`config.mk`:
```
export PLATFORM = sky130hd
export DESIGN_NAME = u_mul_err_mon8_flat
export DESIGN_NICKNAME = d
export VERILOG_FILES = /design/src/rtl/u_mul_err_mon8_if.sv /design/src/rtl/u_mul_err_mon8.sv /design/src/flat_wrapper.sv
export SDC_FILE = /design/constraint.sdc
export NUM_CORES = 1
export LEC_CHECK = 0
export CAP_MARGIN = 30
export CORE_MARGIN = 5
export CORE_UTILIZATION = 60
export DETAILED_ROUTE_END_ITERATION = 8
export PLACE_DENSITY = 0.83
export SYNTH_ARGS = -nofsm -noshare
export SYNTH_HDL_FRONTEND = slang
export SYNTH_SLANG_ARGS = --single-unit
```
`constraint.sdc`:
```
create_clock -name clk -period 14.46 [get_ports clk]
set_clock_uncertainty 0.15 [all_clocks]
set_input_delay 2.892 -clock clk [delete_from_list [all_inputs] [get_ports clk]]
set_output_delay 2.892 -clock clk [all_outputs]
set_load 0.005 [all_outputs]
```
`src/rtl/u_mul_err_mon8_if.sv`:
```
// ---------------------------------------------------------------------------
// u_mul_err_mon8_if
// Bundles the sample stream, the result handshake and the window start
// request of the approximate-multiplier error monitor.
//   master : stimulus / consumer side (drives start, in_valid, a, b, approx,
//            out_ready; observes in_ready and the results)
//   slave  : the monitor itself
// Parameter LOG2_N sets the result widths and must match the monitor.
// ---------------------------------------------------------------------------
interface u_mul_err_mon8_if #(
  parameter int unsigned LOG2_N = 8
);
  logic                start;
  logic                in_valid;
  logic                in_ready;
  logic [7:0]          a;
  logic [7:0]          b;
  logic [15:0]         approx;
  logic                out_valid;
  logic                out_ready;
  logic [15+LOG2_N:0]  sum_abs_err;
  logic [15:0]         max_err;
  logic [LOG2_N:0]     err_cnt;

  modport master (
    output start, in_valid, a, b, approx, out_ready,
    input  in_ready, out_valid, sum_abs_err, max_err, err_cnt
  );

  modport slave (
    input  start, in_valid, a, b, approx, out_ready,
    output in_ready, out_valid, sum_abs_err, max_err, err_cnt
  );
endinterface

```
`src/rtl/u_mul_err_mon8.sv`:
```
// ---------------------------------------------------------------------------
// u_mul_err_mon8
// Streaming error monitor for an 8x8 unsigned approximate multiplier. Over a
// window of 2^LOG2_N accepted samples it accumulates the sum of absolute
// errors, the largest absolute error and the number of mismatching samples
// against the exact product, then offers them on a valid/ready handshake.
//   clk   : rising-edge clock
//   rst_n : asynchronous active-low reset
//   bus   : slave modport of u_mul_err_mon8_if
//           start            - open a new window (honoured only in IDLE)
//           in_valid/in_ready - sample handshake for a, b, approx
//           out_valid/out_ready - result handshake
//           sum_abs_err, max_err, err_cnt - window statistics
// Pipeline: accept -> P1 (operands) -> P2 (|error|) -> accumulators.
// ---------------------------------------------------------------------------
module u_mul_err_mon8 #(
  parameter int unsigned LOG2_N = 8
) (
  input  logic             clk,
  input  logic             rst_n,
  u_mul_err_mon8_if.slave  bus
);

  typedef enum logic [1:0] {
    S_IDLE   = 2'd0,
    S_RUN    = 2'd1,
    S_DRAIN  = 2'd2,
    S_REPORT = 2'd3
  } state_t;

  // Index of the last sample in a window (counter value when it is accepted).
  localparam logic [LOG2_N:0] LAST_IDX = (LOG2_N+1)'((64'd1 << LOG2_N) - 64'd1);

  // |a*b - approx|; the 17-bit difference always has a 16-bit magnitude.
  function automatic logic [15:0] abs_err16(
    input logic [7:0]  op_a,
    input logic [7:0]  op_b,
    input logic [15:0] approx_v
  );
    logic [15:0] exact_v;
    logic [16:0] diff_v;
    logic [16:0] neg_v;
    exact_v = op_a * op_b;
    diff_v  = {1'b0, exact_v} - {1'b0, approx_v};
    neg_v   = 17'd0 - diff_v;
    if (diff_v[16]) begin
      abs_err16 = neg_v[15:0];
    end else begin
      abs_err16 = diff_v[15:0];
    end
  endfunction

  state_t               state_r;
  state_t               state_nx_s;

  logic                 in_ready_r;
  logic                 out_valid_r;
  logic [LOG2_N:0]      smp_cnt_r;

  logic                 p1_valid_r;
  logic [7:0]           p1_a_r;
  logic [7:0]           p1_b_r;
  logic [15:0]          p1_approx_r;

  logic                 p2_valid_r;
  logic [15:0]          p2_diff_r;
  logic                 p2_mis_r;

  logic [15+LOG2_N:0]   sum_r;
  logic [15:0]          max_r;
  logic [LOG2_N:0]      cnt_r;

  logic                 accept_s;
  logic                 last_s;
  logic                 clear_s;

  assign accept_s = bus.in_valid & in_ready_r;
  assign last_s   = accept_s & (smp_cnt_r == LAST_IDX);
  assign clear_s  = (state_r == S_IDLE) & bus.start;

  // FSM state register.
  always_ff @(posedge clk or negedge rst_n) begin
    if (!rst_n) begin
      state_r <= S_IDLE;
    end else begin
      state_r <= state_nx_s;
    end
  end

  // FSM next-state logic. DRAIN leaves once P1 is empty: P2 then holds the
  // final sample, which is accumulated on the same edge REPORT is entered.
  always_comb begin
    state_nx_s = state_r;
    case (state_r)
      S_IDLE: begin
        if (bus.start) begin
          state_nx_s = S_RUN;
        end else begin
          state_nx_s = S_IDLE;
        end
      end
      S_RUN: begin
        if (last_s) begin
          state_nx_s = S_DRAIN;
        end else begin
          state_nx_s = S_RUN;
        end
      end
      S_DRAIN: begin
        if (!p1_valid_r) begin
          state_nx_s = S_REPORT;
        end else begin
          state_nx_s = S_DRAIN;
        end
      end
      S_REPORT: begin
        if (out_valid_r && bus.out_ready) begin
          state_nx_s = S_IDLE;
        end else begin
          state_nx_s = S_REPORT;
        end
      end
      default: begin
        state_nx_s = S_IDLE;
      end
    endcase
  end

  // Registered handshake outputs, derived from the state being entered.
  always_ff @(posedge clk or negedge rst_n) begin
    if (!rst_n) begin
      in_ready_r  <= 1'b0;
      out_valid_r <= 1'b0;
    end else begin
      in_ready_r  <= (state_nx_s == S_RUN);
      out_valid_r <= (state_nx_s == S_REPORT);
    end
  end

  // Sample counter: cleared on start, advanced on every accepted sample.
  always_ff @(posedge clk or negedge rst_n) begin
    if (!rst_n) begin
      smp_cnt_r <= '0;
    end else if (clear_s) begin
      smp_cnt_r <= '0;
    end else if (accept_s) begin
      smp_cnt_r <= smp_cnt_r + {{LOG2_N{1'b0}}, 1'b1};
    end else begin
      smp_cnt_r <= smp_cnt_r;
    end
  end

  // P1: capture accepted operands; an empty slot follows every bubble.
  always_ff @(posedge clk or negedge rst_n) begin
    if (!rst_n) begin
      p1_valid_r  <= 1'b0;
      p1_a_r      <= 8'd0;
      p1_b_r      <= 8'd0;
      p1_approx_r <= 16'd0;
    end else begin
      p1_valid_r <= accept_s;
      if (accept_s) begin
        p1_a_r      <= bus.a;
        p1_b_r      <= bus.b;
        p1_approx_r <= bus.approx;
      end else begin
        p1_a_r      <= p1_a_r;
        p1_b_r      <= p1_b_r;
        p1_approx_r <= p1_approx_r;
      end
    end
  end

  // P2: absolute error and mismatch flag of the P1 sample.
  always_ff @(posedge clk or negedge rst_n) begin
    if (!rst_n) begin
      p2_valid_r <= 1'b0;
      p2_diff_r  <= 16'd0;
      p2_mis_r   <= 1'b0;
    end else begin
      p2_valid_r <= p1_valid_r;
      if (p1_valid_r) begin
        p2_diff_r <= abs_err16(p1_a_r, p1_b_r, p1_approx_r);
        p2_mis_r  <= (abs_err16(p1_a_r, p1_b_r, p1_approx_r) != 16'd0);
      end else begin
        p2_diff_r <= p2_diff_r;
        p2_mis_r  <= p2_mis_r;
      end
    end
  end

  // Statistics accumulators; they hold their result until the next start.
  always_ff @(posedge clk or negedge rst_n) begin
    if (!rst_n) begin
      sum_r <= '0;
      max_r <= 16'd0;
      cnt_r <= '0;
    end else if (clear_s) begin
      sum_r <= '0;
      max_r <= 16'd0;
      cnt_r <= '0;
    end else if (p2_valid_r) begin
      sum_r <= sum_r + {{LOG2_N{1'b0}}, p2_diff_r};
      if (p2_diff_r > max_r) begin
        max_r <= p2_diff_r;
      end else begin
        max_r <= max_r;
      end
      cnt_r <= cnt_r + {{LOG2_N{1'b0}}, p2_mis_r};
    end else begin
      sum_r <= sum_r;
      max_r <= max_r;
      cnt_r <= cnt_r;
    end
  end

  assign bus.in_ready    = in_ready_r;
  assign bus.out_valid   = out_valid_r;
  assign bus.sum_abs_err = sum_r;
  assign bus.max_err     = max_r;
  assign bus.err_cnt     = cnt_r;

endmodule
```
`src/flat_wrapper.sv`:
```
// flat-port wrapper written by rule: the top's interface ports become plain ports
module u_mul_err_mon8_flat 
#(
  parameter int unsigned LOG2_N = 8
)
  (clk, rst_n, bus_start, bus_in_valid, bus_a, bus_b, bus_approx, bus_out_ready, bus_in_ready, bus_out_valid, bus_sum_abs_err, bus_max_err, bus_err_cnt);
  u_mul_err_mon8_if #(.LOG2_N(LOG2_N)) bus_i ();
  input  logic clk;
  input  logic rst_n;
  input wire logic [$bits(bus_i.start)-1:0] bus_start;
  input wire logic [$bits(bus_i.in_valid)-1:0] bus_in_valid;
  input wire logic [$bits(bus_i.a)-1:0] bus_a;
  input wire logic [$bits(bus_i.b)-1:0] bus_b;
  input wire logic [$bits(bus_i.approx)-1:0] bus_approx;
  input wire logic [$bits(bus_i.out_ready)-1:0] bus_out_ready;
  output wire logic [$bits(bus_i.in_ready)-1:0] bus_in_ready;
  output wire logic [$bits(bus_i.out_valid)-1:0] bus_out_valid;
  output wire logic [$bits(bus_i.sum_abs_err)-1:0] bus_sum_abs_err;
  output wire logic [$bits(bus_i.max_err)-1:0] bus_max_err;
  output wire logic [$bits(bus_i.err_cnt)-1:0] bus_err_cnt;
  assign bus_i.start = bus_start;
  assign bus_i.in_valid = bus_in_valid;
  assign bus_i.a = bus_a;
  assign bus_i.b = bus_b;
  assign bus_i.approx = bus_approx;
  assign bus_i.out_ready = bus_out_ready;
  assign bus_in_ready = bus_i.in_ready;
  assign bus_out_valid = bus_i.out_valid;
  assign bus_sum_abs_err = bus_i.sum_abs_err;
  assign bus_max_err = bus_i.max_err;
  assign bus_err_cnt = bus_i.err_cnt;
  u_mul_err_mon8 #(.LOG2_N(LOG2_N)) u_core (.clk(clk), .rst_n(rst_n), .bus(bus_i));
endmodule
```
* After elaboration in Yosys (flattened, before gate mapping) *
Cells that the tools add are included.

storage, ports and cells
  bits in registers = 113
  input bits = 37
  output and inout bits = 51
  word-level logic and storage cells = 53

operators by class
  $add $sub $neg = 5
  multiply operators = 1
  $lt $le $gt $ge = 1
  equality and inequality tests = 6
  muxes and demuxes = 16
  bitwise gates (word level) = 3
  reductions and logical operators = 7

operator list
  cell                     number
  $mux W16                 5
  $mux W24                 2
  $mux W9                  4
  $add A24 B16 Y24         1
  $sub A16 B16 Y17         1
  $gt A16 B16 Y1           1
  $mul A8 B8 Y16           1
  $reduce_bool A16 Y1      1
  $sub A1 B16 Y16 const A  1
  $add A9 B1 Y9            1
  $add A9 B1 Y9 const B    1
  $eq A9 B8 Y1 const B     1
  $pmux W2 S4              1
  $eq A2 B2 Y1 const B     3
  $reduce_bool A2 Y1       3
  $eq A2 B1 Y1 const B     2
  $mux W2                  2
  $and A1 B1 Y1            3
  $logic_not A2 Y1         1
  $mux W1                  2
  $reduce_and A2 Y1        1
  $logic_and A1 B1 Y1      1

* Longest topological paths before layout *
Gate-level depths: netlist (run 1).

  word-level depth = 6
  mapped depth = 24
  mapped depth without buffers = 20

* Worst setup path after synthesis (run 1) *
No wires, ideal clock.

  path type = flip-flop to flip-flop
  from = reg u_core.p1_a_r[3]
  to = reg u_core.p2_mis_r
  library setup time = 0.133 ns
  data arrival time = 5.256 ns
  data required time = 14.177 ns
  path slack = 8.921 ns
  cell stages (with the launch flop) = 25
  buffers on the path = 4
  period minus slack after synthesis = 5.539 ns
  path through = dfrtp_1 -> clkbuf_1 -> and2_1 -> fa_1 -> inv_1 -> fa_1 -> inv_1 -> fa_1 -> inv_1 -> fa_1 -> inv_1 -> ha_1 -> clkbuf_2 -> o21a_1 -> nor2_1 -> or2_2 -> a21oi_2 -> or3_1 -> and2_1 -> buf_6 -> buf_6 -> o31ai_1 -> o2111ai_1 -> a2111oi_2 -> a31oi_1

on the way
  cells in the longest elaborated chain, start to end = 6

ends and longest elaborated chain
  element                 RTL line               text
  from (decl)             u_mul_err_mon8.sv:61   logic [7:0] p1_a_r;
  from (signal assigned)  u_mul_err_mon8.sv:163  p1_a_r <= bus.a;
  from (signal assigned)  u_mul_err_mon8.sv:167  p1_a_r <= p1_a_r;
  $mul A8 B8 Y16 *        u_mul_err_mon8.sv:43   exact_v = op_a * op_b;
  $sub A16 B16 Y17 *      u_mul_err_mon8.sv:44   diff_v = {1'b0, exact_v} - {1'b0, approx_v};
  $sub A1 B16 Y16         u_mul_err_mon8.sv:45   neg_v = 17'd0 - diff_v;
  $mux W16 *              u_mul_err_mon8.sv:46   if (diff_v[16]) begin
  $mux W16 *              u_mul_err_mon8.sv:182  if (p1_valid_r) begin
  $reduce_bool A16 Y1 *   u_mul_err_mon8.sv:184  p2_mis_r <= (abs_err16(p1_a_r, p1_b_r, p1_approx_r) != 16'd0);
  to (signal assigned)    u_mul_err_mon8.sv:184
  to (signal assigned)    u_mul_err_mon8.sv:187  p2_mis_r <= p2_mis_r;
  to (decl)               u_mul_err_mon8.sv:67   logic p2_mis_r;

Mark *: on every way between the ends. The rest lies on a longest branch, timed or not. The select of a mux whose other input is x is not followed.
A chain may end at the register's enable or synchronous reset.

* Worst setup path after layout (run 1) *
  from = reg u_core.p1_a_r[4]
  to = reg u_core.p2_mis_r

Same word-level chain as after synthesis.

==> results of run 1 <==
==> synth_stat cells, types with 3 or more instances <==
| master | instances |
|---|---|
| nor2_1 | 99 |
| buf_1 | 6 |
| o32a_1 | 3 |
| o22ai_1 | 3 |
| clkbuf_1 | 19 |
| or3_1 | 7 |
| o31ai_1 | 6 |
| a31oi_1 | 7 |
| o21ai_0 | 26 |
| and2_1 | 41 |
| nand2b_1 | 4 |
| nand4_1 | 12 |
| xor2_1 | 27 |
| nor2b_1 | 3 |
| a211oi_1 | 8 |
| a21oi_1 | 41 |
| nand2_1 | 140 |
| xnor2_1 | 30 |
| and3_1 | 6 |
| mux2_2 | 4 |
| fa_1 | 51 |
| ha_1 | 79 |
| a21o_1 | 12 |
| o2111ai_1 | 3 |
| dfrtp_1 | 113 |
| inv_1 | 121 |
| nand3_1 | 14 |
| o21bai_1 | 7 |
| mux2i_1 | 33 |
| o21a_1 | 10 |
| nor3_1 | 7 |
==> metrics by stage <==
step	power, mW	std cells	hold slack [ns]	area, sq um
global placement	2.207	1234	0.3518	9942
global route	2.966	1265	0.3763	10580
detailed placement	2.264	1235	0.3561	9957
finish	2.734	1265	0.3637	10580
CTS	2.736	1265	0.3694	10580
floorplan	1.827	988	0.2695	8937
==> area by class of cell <==
| class | instances | area (sq um) |
|---|---|---|
| multi-input cells | 723 | 5517 |
| fillers | 1054 | 4011 |
| flip-flops and latches | 113 | 2828 |
| repair buffers | 94 | 928.4 |
| clock buffers | 25 | 495.5 |
| inverters | 121 | 454.2 |
| well taps | 184 | 230.2 |
| clock inverters | 5 | 125.1 |
==> power groups by stage <==
stage / Clock, mW / Sequential (mW) / Combinational [mW]
after floorplan: 0 / 0.527 / 1.30
after global placement: 0 / 0.553 / 1.65
after detailed placement: 0 / 0.557 / 1.71
after CTS: 0.448 / 0.554 / 1.73
after global routing: 0.463 / 0.571 / 1.93
final: 0.442 / 0.557 / 1.74
==> worst max-delay path, cell delays in order (launching register included) <==
cell	delay, ns
dfrtp_1	0.52
nand2_1	0.13
fa_1	0.54
inv_1	0.05
fa_1	0.46
fa_1	0.49
inv_1	0.05
fa_1	0.52
inv_1	0.04
ha_1	0.40
nand2_1	0.13
o21bai_1	0.20
a311o_1	0.39
a21oi_2	0.15
or3_1	0.18
and2_1	0.50
a21oi_1	0.08
o32a_1	0.34
a2111oi_2	0.34
a31oi_1	0.13
==> logic make-up (layout without fill, tap and decap cells) <==
logic type,after synthesis,after routing,synth area share
AND/OR/NAND/NOR,352,352,0.1807
buffers and inverters,152,245,0.06734
AO/OA/AOI/OAI,146,146,0.1110
adder cells (fa/ha/maj),130,130,0.2248
flip-flops,113,113,0.3164
XOR/XNOR,58,58,0.05768
multiplexers,37,37,0.04200
==> registers in the layout, summed over array words and instances (netlist names) <==
| register | flops |
|---|---|
| u_core.bus.err_cnt | 9 |
| u_core.bus.in_ready | 1 |
| u_core.bus.max_err | 16 |
| u_core.bus.out_valid | 1 |
| u_core.bus.sum_abs_err | 24 |
| u_core.p1_a_r | 8 |
| u_core.p1_approx_r | 16 |
| u_core.p1_b_r | 8 |
| u_core.p1_valid_r | 1 |
| u_core.p2_diff_r | 16 |
| u_core.p2_mis_r | 1 |
| u_core.p2_valid_r | 1 |
| u_core.smp_cnt_r | 9 |
| u_core.state_r | 2 |
==> worst max path at each step <==
stage / cells after the start / end / start / slack [ns]
floorplan: 24 / u_core.p2_mis_r$_DFFE_PN0P_ / u_core.p1_a_r[3]$_DFFE_PN0P_ / 8.92
global route: 19 / u_core.p2_mis_r$_DFFE_PN0P_ / u_core.p1_a_r[4]$_DFFE_PN0P_ / 8.26
finish: 19 / u_core.p2_mis_r$_DFFE_PN0P_ / u_core.p1_a_r[4]$_DFFE_PN0P_ / 8.50
CTS: 19 / u_core.p2_mis_r$_DFFE_PN0P_ / u_core.p1_a_r[4]$_DFFE_PN0P_ / 8.53
global placement: 19 / u_core.p2_mis_r$_DFFE_PN0P_ / u_core.p1_a_r[4]$_DFFE_PN0P_ / 8.70
detailed placement: 19 / u_core.p2_mis_r$_DFFE_PN0P_ / u_core.p1_a_r[4]$_DFFE_PN0P_ / 8.59
==> layer usage <==
metal | GRT usage | wire length, um | part of all wire
met3 | 0.05038 | 890 | 0.046
met1 | 0.2871 | 8495 | 0.44
met5 | 0 | 0 | 0
met4 | 0.06857 | 345 | 0.018
met2 | 0.3734 | 9496 | 0.49
==> results by group, run 1 <==
Min path
  – Hold Path Origin: u_core.p1_approx_r[12]$_DFFE_PN0P_
  – WHS Path Cells: 2
  – Worst hold path endpoint: u_core.p1_approx_r[12]$_DFFE_PN0P_
  – Hold crit path type: register to register

Flow run
  – Max Cap Viol: 0

Placement
  – Final GP Congestion: roughly 0.91
  – Port bufs: 87
  – Detailed-placement wirelength estimate: between 10 and 15 mm
  – Pre-CTS setup slack: 8.591 ns

Floorplanning
  – Initial core utilization: 0.6126
  – Die Y: 132.0 um
  – Die span in x: about 130 um
  – Core footprint: 0.01459 sq mm
  – Boundary pin count: 88
  – Die area: between 0.015 and 0.02 sq mm
  – Cell Rows: 44

Setup path
  – WP data arrival: between 6 and 7 ns
  – Worst Setup Start Kind: register
  – Kind of critical path: register to register
  – Critical R2R Launch: u_core.p1_a_r[4]$_DFFE_PN0P_
  – CP endpoint kind: register
  – R2r endpoint: u_core.p2_mis_r$_DFFE_PN0P_
  – Reg2reg setup slack: about 8.5 ns
  – Worst R2R Path Depth: 19
  – Largest fanout on the critical path: 15
  – Worst EP required: 14.58 ns

Synthesis
  – Number of synthesized flops with an enable pin: 0
  – Cell count after synthesis: 988
  – Synth Cell Area: roughly 0.009 sq mm
  – Synth area leader: dfrtp_1
  – Share of the synthesized area in the top cell type: 0.3164
  – Syn_nets: ~1200
  – Sequential area share after synthesis: 0.3164
  – Yosys warnings: 0
  – Post-synth top flop: dfrtp_1
  – Syn avg cell area: 9.046 sq um
  – Synth async-reset ratio: 1.000
  – Netlist cell types: 68
  – Top cells by area, synth: dfrtp_1 32%, fa_1 11%, ha_1 11%
  – Yosys reg bits: between 100 and 150

Final layout
  – Synth-to-Final Area Change: 18.35%
  – Post-layout util: 0.7250
  – # diodes: 0
  – Layout cells sized above 1: 0.05180
  – # nets final: around 1200
  – Commonest cells after routing, fill and taps aside: 140 x nand2_1, 121 x inv_1, 113 x dfrtp_1, 99 x nor2_1, 86 x clkdlybuf4s50_1
  – Most common cell after layout, fill and taps aside: nand2_1

Global routing
  – GRT Overall Usage: 0.2222
  – Initial antenna violation count: 0
  – Vias in the first global route: ~7000
  – Congestion Overflow GR: 0
  – First-pass GRT wire length: 32.29 mm
  – Largest net degree at the start of global routing: 65

Timing
  – Tmin final: 5.956 ns
  – Actual slew at the worst max-slew pin: 0.8765 ns
  – Final slew viol count: 0
  – Max Clk Rate: 0.1679 GHz
  – Endpoints failing setup: 0
  – Headroom to the max-slew limit: 0.4082
  – TNS Setup: 0 ns
  – Final worst path period share: 0.4119
  – PnR worst setup slack: ~8.5 ns
  – Final hold violations: 0
  – RSZ-0062 raised after global routing: false

Pwr
  – Leak: 5.161 nW
  – Net Sw Frac: 0.4379
  – PwrDens: ~260 mW/mm^2
  – Clock share of power: 0.162
  – Sequential Power Share: 0.204
  – Comb pwr share: 0.635
  – Sw power: between 1 and 1.5 mW
  – IR Drop Worst-Case VDD: between 0.0001 and 0.00015 V
  – P_int: ~1.5 mW

CTS
  – CTS Hold Bufs: 0
  – Resize count post-CTS: 0
  – CTS sink cnt: about 110
  – CTS tree: built
  – Skew-Pair Late Insertion Delay: 0.42 ns
  – Setup bufs post-CTS: 0
  – Clk pin slew, worst setup/hold paths: 0.05 ns
  – CTS Buf Count: 17
  – H-tree depth: 4
  – Clk Tree Root Cell: clkbuf_16
  – Clock Tree Buf Depth: 2

Drt
  – Antenna-violating nets left: 0
  – DRC viols: 0
  – Iteration-0 DRC Markers: between 400 and 500
  – First-pass DRT Iterations: 5
  – Wire length per cell: approximately 15 um
  – Drt via density: 5.586
  – Drt total wl: roughly 19 mm
  – Vias: 7066

Run status
  – Status: finished clean
No activity file was read; power rests on OpenSTA's default activity.
==> run 2: changes to the inputs <==
--- a/config.mk
+++ b/config.mk
@@ -7,9 +7,9 @@
 export LEC_CHECK = 0
 export CAP_MARGIN = 30
 export CORE_MARGIN = 5
-export CORE_UTILIZATION = 60
+export CORE_UTILIZATION = 59
 export DETAILED_ROUTE_END_ITERATION = 8
-export PLACE_DENSITY = 0.83
+export PLACE_DENSITY = 0.82
 export SYNTH_ARGS = -nofsm -noshare
 export SYNTH_HDL_FRONTEND = slang
 export SYNTH_SLANG_ARGS = --single-unit
==> constraint.sdc (replaced) <==
create_clock -name clk -period 5.65 [get_ports clk]
set_clock_uncertainty 0.15 [all_clocks]
set_input_delay 1.13 -clock clk [delete_from_list [all_inputs] [get_ports clk]]
set_output_delay 1.13 -clock clk [all_outputs]
set_load 0.005 [all_outputs]
==> results by group, run 2 (same netlist as run 1, synthesis figures left out) <==
Timing
  – Headroom to the max-slew limit: 0.4485 (+0.04029)
  – RSZ-0062 raised after global routing: true
  – Final worst path period share: 0.9969 (+0.5850)
  – PnR worst setup slack: 0.01741 ns (-8.486 ns)
  – Endpoints failing setup: 0 (unchanged)
  – Final hold violations: 0 (unchanged)
  – Max Clk Rate: 0.1775 GHz (+5.7%)
  – Actual slew at the worst max-slew pin: 0.8252 ns (-0.05130 ns)
  – Final slew viol count: 0 (unchanged)
  – Tmin final: 5.633 ns (-0.3236 ns)

Run status
  – Status: finished clean

Pwr
  – PwrDens: 676.5 mW/mm^2 (+160%)
  – Leak: 5.265 nW (+2.0%)
  – IR Drop Worst-Case VDD: 0.0003643 V (+190%)
  – Design Power: 7.331 mW (+170%)

Final layout
  – Fillers: 1093 (+3.7%)
  – # nets final: 1254 (+1.4%)
  – Most common cell after layout, fill and taps aside: nand2_1
  – # diodes: 0 (unchanged)
  – Fin cells: 1288 (+1.8%)
  – Layout cells sized above 1: 0.09273 (+0.04092)
  – Max FFs per register: 24 (unchanged)
  – Final instance area: 0.01084 sq mm (+2.4%)
  – Synth-to-Final Area Change: 21.24%
  – Commonest cells after routing, fill and taps aside: 140 x nand2_1, 121 x inv_1, 100 x dfrtp_1, 98 x nor2_1, 86 x clkdlybuf4s50_1

CTS
  – Clk pin slew, worst setup/hold paths: 0.05 ns (about the same)
  – Clk Tree Root Cell: clkbuf_16
  – CTS sink cnt: 113 (unchanged)
  – CTS tree: built
  – H-tree depth: 4 (unchanged)
  – CTS Hold Bufs: 0 (unchanged)
  – CTS Buf Count: 17 (unchanged)
  – Skew-Pair Late Insertion Delay: 0.42 ns (about the same)
  – Clock Tree Buf Depth: 2 (unchanged)

Flow run
  – Max Cap Viol: 0 (unchanged)

Setup path
  – CP endpoint kind: register
  – CP top delay family: adder cells
  – WP data arrival: 5.76 ns (-0.32 ns)
  – Worst Setup Start Kind: register
  – Buf/Inv on CP: 4 (+1)
  – Slowest cell on the critical path: fa_1
  – Worst path max stage delay: 0.49 ns (-0.05 ns)
  – Largest fanout on the critical path: 7 (-8)
  – Worst EP required: 5.77 ns (-8.81 ns)
  – Kind of critical path: register to register
  – Crit path cell chain: buf_4 > and2_1 > fa_1 > ha_1 > inv_1 > fa_1 > inv_1 > ha_1 > ha_1 > inv_1 > fa_1 > nor2b_1 > o21bai_1 > a311o_1 > nor3_1 > o21ai_0 > xor2_1 > o31ai_1 > o2111ai_1 > a2111oi_2 > a31oi_1

Floorplanning
  – Cell Rows: 45 (+2.3%)
  – Initial core utilization: 0.5945 (-0.01810)
  – Die area: 0.01771 sq mm (+1.6%)
  – Boundary pin count: 88 (unchanged)
  – Core footprint: 0.01503 sq mm (+3.0%)
  – Die span in x: 133.1 um (+0.78%)
  – Die Y: 133.1 um (+0.78%)

Drt
  – DRC viols: 0 (unchanged)
  – Iteration-0 DRC Markers: 313 (-23%)
  – Antenna-violating nets left: 0 (unchanged)
  – Wire length per cell: 15.24 um (+0.28%)
  – First-pass DRT Iterations: 5 (unchanged)
  – Drt via density: 5.530 (-0.99%)
  – Drt total wl: 19.63 mm (+2.1%)
  – Vias: 7123 (+0.81%)

Global routing
  – Vias in the first global route: 7101 (+2.1%)
  – Initial antenna violation count: 0 (unchanged)
  – GRT Overall Usage: 0.2299 (+0.007741)
  – Largest net degree at the start of global routing: 74 (+14%)
  – First-pass GRT wire length: 33.23 mm (+2.9%)
  – Congestion Overflow GR: 0 (unchanged)

Placement
  – Cell Area, Placed: 0.01007 sq mm (+1.1%)
  – Port bufs: 87 (unchanged)
  – Final GP Congestion: 0.8919 (-1.6%)
  – Detailed-placement wirelength estimate: 14.64 mm (+1.2%)
  – Placed cell count: 1253 (+1.5%)
  – Pre-CTS setup slack: -0.09783 ns (-8.689 ns)

Min path
  – Hold crit path type: register to register
## run 2: metal layers
layer | part of all wire | track usage | vias to the layer above
met3 | 0.048 | 0.04943 | 32
met4 | 0.017 | 0.07737 | 0
li1 | - | - | 3453
met1 | 0.43 | 0.2835 | 3452
met5 | 0 | 0 | -
met2 | 0.51 | 0.4007 | 186
## run 2: cell type report
type,instances,area [sq um],area share
multi-input combinational,723,5580,0.5150
sequential,113,2844,0.2625
timing repair buffer,111,1076,0.09931
clock buffer,22,464.2,0.04284
inverter,121,454.2,0.04192
tap,188,235.2,0.02171
clock inverter,10,181.4,0.01674
## run 2: what timing repair did
| action | CTS | global route |
|---|---|---|
| setup buffers | 0 | 2 |
| pin swaps | 1 | 3 |
| setup endpoints to repair | 1 | 4 |
| resized for setup | 10 | 20 |
## run 2: report_power, final
part | internal [mW] | leakage (nW) | switching (mW) | total [mW]
logic | 2.24 | 3.63 | 2.50 | 4.73
clock network | 0.803 | 0.314 | 0.374 | 1.18
registers | 1.11 | 1.32 | 0.312 | 1.42
total | 4.15 | 5.26 | 3.18 | 7.33
## run 2: final timing paths
path / from / end / slack [ns] / cells after the start
max in group asynchronous: rst_n / u_core.p1_b_r[1]$_DFFE_PN0P_ / 3.71 / 3
hold / removal: u_core.p1_valid_r$_DFF_PN0_ / u_core.bus.out_valid$_DFF_PN0_ / 0.34 / 1
hold reg to reg: u_core.p1_valid_r$_DFF_PN0_ / u_core.bus.out_valid$_DFF_PN0_ / 0.34 / 1
min in group asynchronous: rst_n / u_core.bus.sum_abs_err[10]$_DFFE_PN0P_ / 0.48 / 1
setup reg to reg: u_core.p1_b_r[2]$_DFFE_PN0P_ / u_core.p2_mis_r$_DFFE_PN0P_ / 0.02 / 21
setup / recovery: u_core.p1_b_r[2]$_DFFE_PN0P_ / u_core.p2_mis_r$_DFFE_PN0P_ / 0.02 / 21
## run 2: metrics by stage
stage / TNS (ns) / util / hold WS, ns
2_1_floorplan: 0 / - / 0.2695
3_3_place_gp: 0 / 0.6687 / 0.3176
3_5_place_dp: -0.09783 / 0.6697 / 0.3127
4_1_cts: 0 / 0.7141 / 0.3388
5_1_grt: -0.1646 / 0.7208 / 0.3658
6_report: 0 / 0.7208 / 0.3402
==> run 3: changes to the inputs <==
--- a/config.mk
+++ b/config.mk
@@ -7,9 +7,9 @@
 export LEC_CHECK = 0
 export CAP_MARGIN = 30
 export CORE_MARGIN = 5
-export CORE_UTILIZATION = 59
+export CORE_UTILIZATION = 51
 export DETAILED_ROUTE_END_ITERATION = 8
-export PLACE_DENSITY = 0.82
+export PLACE_DENSITY = 0.73
 export SYNTH_ARGS = -nofsm -noshare
 export SYNTH_HDL_FRONTEND = slang
 export SYNTH_SLANG_ARGS = --single-unit
==> results by group, run 3 (same netlist as run 1, synthesis figures left out) <==
Run status
  – Status: finished clean

Pwr
  – IR Drop Worst-Case VDD: 0.0003596 V (-1.3%)
  – Leak: 5.319 nW (+1.0%)
  – PwrDens: 678.6 mW/mm^2 (+0.30%)

Floorplanning
  – Initial core utilization: 0.5185 (-0.07600)
  – Die Y: 142.4 um (+7.0%)
  – Boundary pin count: 88 (unchanged)
  – Die span in x: 142.4 um (+7.0%)
  – Core footprint: 0.01724 sq mm (+15%)
  – Cell Rows: 48 (+6.7%)
  – Die area: 0.02027 sq mm (+14%)

Drt
  – Antenna-violating nets left: 0 (unchanged)
  – DRC viols: 0 (unchanged)
  – Wire length per cell: 15.26 um (+0.13%)
  – Drt via density: 5.246 (-5.1%)
  – Drt total wl: 20.44 mm (+4.1%)
  – First-pass DRT Iterations: 4 (-1)
  – Iteration-0 DRC Markers: 312 (-0.32%)
  – Vias: 7025 (-1.4%)

Final layout
  – Fillers: 1467 (+34%)
  – Max FFs per register: 24 (unchanged)
  – Fin cells: 1339 (+4.0%)
  – # nets final: 1268 (+1.1%)
  – Commonest cells after routing, fill and taps aside: 138 x nand2_1, 121 x inv_1, 100 x dfrtp_1, 96 x nor2_1, 86 x clkdlybuf4s50_1
  – Layout cells sized above 1: 0.1212 (+0.02846)
  – Synth-to-Final Area Change: 23.65%
  – Most common cell after layout, fill and taps aside: nand2_1
  – # diodes: 0 (unchanged)
  – Post-layout util: 0.6411 (-0.07965)

Placement
  – Final GP Congestion: 0.9168 (+2.8%)
  – Placed cell count: 1291 (+3.0%)
  – Detailed-placement wirelength estimate: 15.16 mm (+3.5%)
  – Port bufs: 87 (unchanged)

Setup path
  – WP data arrival: 5.65 ns (-0.11 ns)
  – Worst EP required: 5.78 ns (about the same)
  – Slowest cell on the critical path: fa_1
  – Largest fanout on the critical path: 4 (-3)
  – Worst Setup Start Kind: register
  – Worst path max stage delay: 0.53 ns (+0.04 ns)
  – Crit path cell chain: buf_4 > and2_1 > fa_1 > inv_1 > fa_1 > inv_1 > fa_1 > inv_1 > fa_1 > inv_1 > ha_1 > o21a_1 > nor2_2 > or2_2 > a21oi_2 > or3_4 > a21oi_1 > xor2_1 > o2111ai_1 > a2111oi_2 > a31oi_1
  – CP endpoint kind: register
  – Kind of critical path: register to register

Flow run
  – Max Cap Viol: 0 (unchanged)

CTS
  – Clk Tree Root Cell: clkbuf_16
  – Clk pin slew, worst setup/hold paths: 0.06 ns (about the same)
  – H-tree depth: 4 (unchanged)
  – CTS tree: built
  – CTS sink cnt: 113 (unchanged)
  – Clock Tree Buf Depth: 2 (unchanged)
  – CTS Buf Count: 17 (unchanged)
  – Skew-Pair Late Insertion Delay: 0.42 ns (about the same)

Timing
  – Final worst path period share: 0.9768 (-0.02011)
  – Endpoints failing setup: 0 (unchanged)
  – Tmin final: 5.519 ns (-0.1136 ns)
  – TNS Setup: 0 ns (unchanged)
  – Max Clk Rate: 0.1812 GHz (+2.1%)
  – Final hold violations: 0 (unchanged)
  – Actual slew at the worst max-slew pin: 0.7687 ns (-0.05651 ns)
  – Final slew viol count: 0 (unchanged)
  – Headroom to the max-slew limit: 0.4863 (+0.03776)

Min path
  – Hold crit path type: register to register

Global routing
  – Vias in the first global route: 6987 (-1.6%)
  – Congestion Overflow GR: 0 (unchanged)
  – Initial antenna violation count: 0 (unchanged)
  – First-pass GRT wire length: 33.93 mm (+2.1%)
  – GRT Overall Usage: 0.2062 (-0.02372)
  – Largest net degree at the start of global routing: 51 (-31%)
-- run 3: repair_timing --
item | in CTS | in global routing
setup endpoints to repair | 1 | 6
endpoints found under the hold margin | 0 | 0
hold buffers | 0 | 0
gates resized for setup | 2 | 52
setup buffers | 0 | 16
pin swaps | 0 | 16
-- run 3: worst max-delay path: cells and delay by family (launching register included) --
family | cells | cell delay [ns]
fa+ha+maj | 5 | 2.37
compound gates | 6 | 1.12
simple gates | 4 | 0.76
flops | 1 | 0.40
buf+inv | 5 | 0.35
xor+xnor | 1 | 0.23
-- run 3: area by class of cell --
type,instances,area [sq um],share of cell area
tap,225,281.5,0.02548
timing repair buffer,125,1182,0.1070
inverter,121,454.2,0.04110
clock inverter,14,167.7,0.01517
clock buffer,18,439.2,0.03974
sequential,113,2844,0.2574
multi-input combinational,723,5682,0.5142
-- run 3: final timing paths --
kind / startpoint / to / slack [ns] / depth (start not counted)
max: u_core.p1_a_r[3]$_DFFE_PN0P_ / u_core.p2_mis_r$_DFFE_PN0P_ / 0.13 / 21
min in group asynchronous: rst_n / u_core.bus.sum_abs_err[12]$_DFFE_PN0P_ / 0.50 / 1
min: u_core.p1_valid_r$_DFF_PN0_ / u_core.bus.out_valid$_DFF_PN0_ / 0.34 / 1
min reg2reg: u_core.p1_valid_r$_DFF_PN0_ / u_core.bus.out_valid$_DFF_PN0_ / 0.34 / 1
max reg2reg: u_core.p1_a_r[3]$_DFFE_PN0P_ / u_core.p2_mis_r$_DFFE_PN0P_ / 0.13 / 21
max in group asynchronous: rst_n / u_core.p1_b_r[3]$_DFFE_PN0P_ / 3.69 / 3
-- run 3: metal layers --
metal,wire length (um),global-route usage,part of all wire
met1,9151,0.2720,0.45
met2,10300,0.3570,0.50
met3,692,0.03058,0.034
met4,293,0.05503,0.014
met5,0,0,0
-- run 3: power breakdown --
group / switching [mW] / total [mW] / internal [mW]
Combinational: 2.57 / 4.97 / 2.40
Sequential: 0.313 / 1.42 / 1.11
Clock: 0.433 / 1.11 / 0.675
Total: 3.32 / 7.50 / 4.18
-- run 3: stage by stage --
step | setup slack, ns | power [mW] | instance area, sq um | hold slack, ns
after floorplan | 0.1114 | 4.676 | 8937 | 0.2695
after global placement | 0.1023 | 5.909 | 10100 | 0.3235
after detailed placement | -0.02796 | 6.009 | 10140 | 0.3246
after CTS | 0.0005378 | 7.183 | 10750 | 0.3428
after global routing | -0.02945 | 8.135 | 11050 | 0.3652
final | 0.1310 | 7.498 | 11050 | 0.3435
